**src/rtl/video_fb.sv**
```systemverilog
// video_fb: double-buffered 1-bpp framebuffer with CPU word writes, frame-aligned swap,
// hardware back-buffer clear and continuous scan-out. Optional swap-done irq: VIDEO_FB_SWAP_IRQ_EN.
module video_fb #(
  parameter int COLS   = 16,
  parameter int ROWS   = 16,
  parameter int BUS_W  = 32,
  parameter int ADDR_W = 30,
  parameter int PIX_AW = $clog2(COLS * ROWS)
) (
  input  logic              clk,
  input  logic              rst,
  input  logic              we,
  input  logic [ADDR_W-1:0] addr,
  input  logic [BUS_W-1:0]  data_in,
  input  logic              pix_en,
  output logic              pix_valid,
  output logic              pix_out,
  output logic [PIX_AW-1:0] pix_addr,
  output logic              frame_start,
  output logic              swap_pending,
  output logic              clear_busy,
  output logic              front_sel,
  output logic              irq
);

  localparam int NPIX     = COLS * ROWS;
  localparam int FB_WORDS = NPIX / BUS_W;
  localparam int WORD_AW  = (FB_WORDS > 1) ? $clog2(FB_WORDS) : 1;
  localparam int BIT_AW   = (BUS_W > 1) ? $clog2(BUS_W) : 1;

  typedef enum logic {
    IDLE,
    CLEAR
  } clr_state_t;

  clr_state_t         state_q, state_d;
  logic [WORD_AW-1:0] clr_idx_q, clr_idx_d;
  logic               clr_we;

  logic [BUS_W-1:0]   mem [2][FB_WORDS];

  logic [PIX_AW-1:0]  pos_q;
  logic               pending_d;
  logic               data_hit, ctrl_hit, swap_req, pos_last, swap_go;

  logic [31:0]        pos_i;
  logic [WORD_AW-1:0] pos_word;
  logic [BIT_AW-1:0]  pos_bit;
  logic [BUS_W-1:0]   front_word;

  assign data_hit = we && (addr < ADDR_W'(FB_WORDS));
  assign ctrl_hit = we && (addr == ADDR_W'(FB_WORDS));
  assign swap_req = ctrl_hit && data_in[0];
  assign pos_last = (pos_q == PIX_AW'(NPIX - 1));

  // The swap only lands on the last pixel of a frame so a frame never mixes buffers.
  assign swap_go   = pix_en && pos_last && swap_pending && !clear_busy;
  assign pending_d = swap_go ? swap_req : (swap_pending | swap_req);

  // Clear FSM: one back-buffer word per cycle.
  always_comb begin
    state_d    = state_q;
    clr_idx_d  = clr_idx_q;
    clear_busy = 1'b0;
    clr_we     = 1'b0;
    unique case (state_q)
      IDLE: begin
        if (ctrl_hit && data_in[1]) begin
          state_d   = CLEAR;
          clr_idx_d = '0;
        end
      end
      CLEAR: begin
        clear_busy = 1'b1;
        clr_we     = 1'b1;
        if (clr_idx_q == WORD_AW'(FB_WORDS - 1)) begin
          state_d = IDLE;
        end else begin
          clr_idx_d = clr_idx_q + 1'b1;
        end
      end
      default: state_d = IDLE;
    endcase
  end

  always_ff @(posedge clk) begin
    if (rst) begin
      state_q   <= IDLE;
      clr_idx_q <= '0;
    end else begin
      state_q   <= state_d;
      clr_idx_q <= clr_idx_d;
    end
  end

  // Buffer RAM: a single write port shared by the clear engine and the CPU.
  always_ff @(posedge clk) begin
    if (!rst) begin
      if (clr_we) begin
        mem[~front_sel][clr_idx_q] <= '0;
      end else if (data_hit) begin
        mem[~front_sel][addr[WORD_AW-1:0]] <= data_in;
      end
    end
  end

  // Pixel n sits in word n/BUS_W, MSB-first.
  assign pos_i      = 32'(pos_q);
  assign pos_word   = WORD_AW'(pos_i / 32'(BUS_W));
  assign pos_bit    = BIT_AW'(32'(BUS_W - 1) - (pos_i % 32'(BUS_W)));
  assign front_word = mem[front_sel][pos_word];

  always_ff @(posedge clk) begin
    if (rst) begin
      pos_q        <= '0;
      front_sel    <= 1'b0;
      swap_pending <= 1'b0;
      pix_valid    <= 1'b0;
      pix_out      <= 1'b0;
      pix_addr     <= '0;
      frame_start  <= 1'b0;
    end else begin
      swap_pending <= pending_d;
      if (swap_go) begin
        front_sel <= ~front_sel;
      end
      if (pix_en) begin
        pix_valid   <= 1'b1;
        pix_addr    <= pos_q;
        pix_out     <= front_word[pos_bit];
        frame_start <= (pos_q == '0);
        pos_q       <= pos_last ? '0 : pos_q + 1'b1;
      end else begin
        pix_valid <= 1'b0;
      end
    end
  end

`ifdef VIDEO_FB_SWAP_IRQ_EN
  logic front_prev;

  // Pulse one cycle after front_sel changes.
  always_ff @(posedge clk) begin
    if (rst) begin
      front_prev <= 1'b0;
      irq        <= 1'b0;
    end else begin
      front_prev <= front_sel;
      irq        <= front_sel ^ front_prev;
    end
  end
`else
  assign irq = 1'b0;
`endif

endmodule

```
**config.mk**
```make
export PLATFORM = sky130hd
export DESIGN_NAME = video_fb
export DESIGN_NICKNAME = d
export VERILOG_FILES = /design/src/rtl/video_fb.sv
export SDC_FILE = /design/constraint.sdc
export NUM_CORES = 1
export LEC_CHECK = 0
export CORE_MARGIN = 4
export CORE_UTILIZATION = 35
export CTS_CLUSTER_DIAMETER = 30
export DETAILED_ROUTE_END_ITERATION = 10
export PLACE_DENSITY = 0.58
export SYNTH_ARGS = -nofsm -noshare
export SYNTH_HDL_FRONTEND = slang
export SYNTH_SLANG_ARGS = --single-unit
```
**constraint.sdc**
```tcl
create_clock -name clk -period 15 [get_ports clk]
set_input_delay 3 -clock clk [delete_from_list [all_inputs] [get_ports clk]]
set_output_delay 3 -clock clk [all_outputs]
set_load 0.02 [all_outputs]
```
# Word-level counts from Yosys, hierarchy flattened
# Memories as Yosys holds them, arrays and structs flattened. A register that Yosys moved wholly into a read port is not among the register bits.
# Index checks and enable logic that the tools add are counted.
# totals
latch_bits	0
inputBits	66
out_inout_bits	15
word_cells	583
rom_bits	0
ramBits	512
regBits	25
mem_count	1
# classes
order_cmp	7
mux	284
reduce_logical	12
div	0
n_shift	0
mul	0
n_bitwise	262
n_addsub	3
eq_ne	5
# memory_table
memory	depth	width	read_ports	rd_ports_with_merged_regs	write_ports	line	text
mem	2	256	1	1	1	40	logic [BUS_W-1:0] mem [2][FB_WORDS];
# op_table
op	n
two-way mux 256 bit	2
two-way mux 1 bit	269
bitwise OR 1 bit	257
demux 32 bit (select 3 bit)	2
two-way mux 32 bit	4
binary-select mux 32 bit (select 3 bit)	1
== test 30 x 4 -> 1 bit (second input constant)	1
< comparator 30 x 4 -> 1 bit (second input constant)	1
>= comparator 4 bit (second input constant)	3
NOT 3 -> 4 bit	3
logical AND 1 bit	9
adder 8 x 1 -> 8 bit (second input constant)	1
== test 8 bit (second input constant)	1
logical NOT 8 bit	1
< comparator 4 x 1 -> 1 bit (second input constant)	2
two-way mux 8 bit	1
< comparator 5 x 6 -> 1 bit (second input constant)	1
two-way mux 3 bit	2
one-hot mux 3 bit (2 select lines)	1
binary-select mux 1 bit (select 5 bit)	1
subtractor 5 bit (first input constant)	1
inequality test 2 bit (second input constant)	2
adder 3 x 1 -> 3 bit (second input constant)	1
== test 3 bit (second input constant)	1
4 further kinds	5

# Longest topological paths before layout
# logic_depth
word_depth	7
depth_mapped	11
mapped_depth_nobuf	8

# Least setup slack after synthesis
# No wires, ideal clock.
# synth_timing
path_kind	input to register
startpoint	input port addr[10]
endpoint	memory mem[0][32] in the netlist's numbering (enable)
setup_slack_ns	7.739
path_buffers	2
stages	9
setup_ns	0.470
arrival_time_ns	6.791
t_required_ns	14.530
cell_sequence	nor4b_1 > nand4_1 > nor2_1 > nor4b_1 > nor2b_1 > buf_2 > clkbuf_1 > nand3_1 > a21boi_0
# synth_via
elab_chain_cells	7
# synth_rtl
item	line	text
start: declaration	13	input logic [ADDR_W-1:0] addr,
< comparator 30 x 4 -> 1 bit	51	assign data_hit = we && (addr < ADDR_W'(FB_WORDS));
logical AND 1 bit	51	
two-way mux 1 bit	101	end else if (data_hit) begin
two-way mux 1 bit	99	if (clr_we) begin
two-way mux 1 bit	98	if (!rst) begin
two-way mux 256 bit (not written as such)	102	mem[~front_sel][addr[WORD_AW-1:0]] <= data_in;
bitwise OR 1 bit (no line)	-	
end: declaration	40	
# Every way passes these cells.

# Worst setup path after layout
# layout_timing
startpoint	input port addr[28]
endpoint	memory mem[1][145] in the netlist's numbering (enable)
# Same word-level chain as after synthesis.

==> impl_results.md <==
- Seq pwr share: 0.385
- Initial core utilization: 0.3545
- WL/cell: 25.95 um
- Clock buffer depth: 3
- Ys flop type: edfxtp_1
- Number of distinct library cells after synthesis: 58
- Final WL: 62950 um
- IO buf count: 79
- Hold Buf Count CTS: 0
- Routed Antenna Nets: 0
- Post-DP HPWL: 37260 um
- Synth Instances: 1360
- Endpoints failing hold: 0
- Fin. max-slew vios: 0
- DR vias: 13460
- CTS tree: done
- Initial antenna violation count: 0
- CP most frequent cell: buf_4
- Post-DR vias/cell: 5.548
- Clock Root Buffer: clkbuf_16
- Vias in the first global route: 14231
- Cell area power density: 147.7 nW/um2
- Met3 wire len: 4471 um
- GP Congestion: 0.8081
- F_max: 144.8 MHz
- Max Cap Violations: 0
- Minimum hold slack: 0.4625 ns
- Worst skew pair latency: 0.64 ns
- Layout cells sized above 1: 0.2368
- Clock-pin slew on the worst setup and hold paths: 0.05 ns
- Critical path required time: 15.28 ns
- Number of flops mapped to enable cells by yosys: 512
- Comb pwr share: 0.017
- Syn_nets: 1430
- Ys async rst share: 0
- Clock share of power: 0.598
- Largest net degree at the start of global routing: 99
- Final period utilization: 0.4603
- Max incr delay on CP: 0.80 ns
- Slowest CP cell: buf_4
- Area fraction of the dominant cell type after synthesis: 0.6703
- CP top delay family: simple AND/OR/NAND/NOR gates
- Most frequent cell after synthesis: edfxtp_1
- Total CTS buffers: 112
- Lkg Pwr: 8.697 nW
- Drt pass-1 iters: 5
- Drt initial violations: 1564
- Metal-1 WL: 26970 um
- Yosys reg bits: 538
- Worst slew pin tran: 1.020 ns
- Setup_tns: 0 ns
- CP Launch Type: input pin
- ANT cells: 0
- Register area share after synthesis: 0.6930
- Global Route Usage Sum: 0.1792
- Final setup fails: 0
- Worst hold path type: reg -> reg
- Cells resized by post-CTS repair: 0
- Multi-input combinational cell area: 6643 um2
- Highest Signal Layer: met4
- Largest area contributor in the netlist: edfxtp_1
- Crit Path Category: in -> reg
- Tmin final: 6.905 ns
- Slew margin rel.: 0.3197
- H-tree depth: 3
- First-pass GRT wire length: 94200 um
- # Post-CTS Setup Buffers: 0
- Worst-path cell chain: clkdlybuf4s50_1, nor4_1, nand4_1, nor2_1, nor4b_1, and2_2, buf_4, nand2_1, a21oi_4, buf_4
- Rows: 93
- Peak VDD IR: 0.09099 mV
- Placed cells: 2218
- Tot Pwr: 4.225 mW
- Met2 Wirelength: 30240 um
- Die Y: 264.0 um
- Cell area after synthesis: 22940 um2
- Gr ovfl total: 0
- Post-synth top cells: edfxtp_1 (512), and3_1 (196), mux4_2 (112)
- Mean Syn Cell Area: 16.87 um2
- WP buf/inv: 3
- Largest fanout on the critical path: 81
- DRC violations left: 0
- Sw Ratio: 0.1995
- Sw power: 0.8426 mW
- Area growth, synth to finish: 24.73%
- Ranking of synthesized cells by area: edfxtp_1 (67%), mux4_2 (11%), and3_1 (5.3%)
- Crit end category: flop
- Clk_skew: 0.01851 ns
- Core box area: 64700 um2
- I/O pin cnt: 81
- RSZ-0062 raised after global routing: false
- Nets@finish: 1547
- Internal Power: 3.382 mW
- Sink Count: 538
- Sequential cell area: 15910 um2
- Die W: 264.0 um
- Final non-filler cell total: 2426
- Crit path arrival time: 7.18 ns
- Status: finished, final reports clean
- Die area: 69690 um2
- Fin util: 0.4422
- Ys Warns: 0
- # fillers: 5671
==> cell usage in the layout, fill, tap and decap left out, types with 22 or more instances in the layout <==
| cell | synthesis | layout |
|---|---|---|
| edfxtp_1 | 512 | 512 |
| and3_1 | 196 | 195 |
| clkbuf_16 | 0 | 115 |
| mux4_2 | 112 | 112 |
| clkdlybuf4s50_1 | 0 | 79 |
| and2_1 | 67 | 66 |
| nand2_1 | 45 | 45 |
| mux2i_1 | 38 | 38 |
| nor2_1 | 37 | 36 |
| buf_4 | 5 | 30 |
| clkinv_2 | 0 | 24 |
| dfxtp_1 | 26 | 22 |
==> stage by stage <==
| step | cell area, um2 | setup WS [ns] |
|---|---|---|
| floorplan | 22940 | 7.739 |
| global placement | 24680 | 7.452 |
| detailed placement | 24680 | 7.429 |
| CTS | 28610 | 8.109 |
| global route | 28610 | 7.819 |
| finish | 28610 | 8.095 |
==> power groups by stage <==
| stage | clock network (mW) | logic (mW) | registers (mW) |
|---|---|---|---|
| floorplan | 0 | 0.0220 | 1.65 |
| global placement | 0 | 0.0685 | 1.65 |
| detailed placement | 0 | 0.0692 | 1.65 |
| CTS | 2.56 | 0.0694 | 1.63 |
| global route | 2.64 | 0.0739 | 1.63 |
| finish | 2.53 | 0.0698 | 1.63 |
==> cells by family after synthesis <==
group	Yosys count	share of synthesized area
flip-flops	538	0.6930
AND/OR/NAND/NOR	415	0.1034
multiplexers	167	0.1375
buffers and inverters	114	0.02667
AO/OA/AOI/OAI	113	0.03398
XOR/XNOR	8	0.003055
adder cells (fa/ha/maj)	4	0.002182
other	1	0.0001635
==> sequential cells by signal, indices dropped and copies added, names as in the netlist, named ones only <==
name          flops
mem             512
clr_idx_q         3
pos_q             8
pix_out           1
front_sel         1
state_q           1
swap_pending      1
pix_addr          8
pix_valid         1
frame_start       1
==> final timing paths <==
check              startpoint           to  slack [ns]  cells after the start
setup / recovery     addr[28]  mem[1][145]        8.10                     10
setup reg to reg      state_q  mem[1][145]       11.14                      6
hold reg to reg   frame_start  frame_start        0.46                      2
hold / removal    frame_start  frame_start        0.46                      2
==> layout make-up <==
type	count	share of cell area
clock buffer	129	0.1035
multi-input combinational	708	0.2322
sequential	538	0.5560
tap	855	0.03739
clock inverter	79	0.03385
timing repair buffer	110	0.03621
inverter	7	0.0009184
==> routing by layer <==
metal  track usage  vias to the layer above
li1              -                     5740
met1        0.2509                     7085
met2        0.2882                      543
met3       0.03586                       92
met4       0.04783                        0
met5             0                        -
==> worst reg2reg max path, delay by kind of cell (launching register included) <==
family / cells / cell delay (ns)
AND/OR/NAND/NOR: 3 / 1.39
buffers and inverters: 2 / 1.28
AO/OA/AOI/OAI: 1 / 0.46
flip-flops: 1 / 0.35
(Power assumes the default switching activity.)
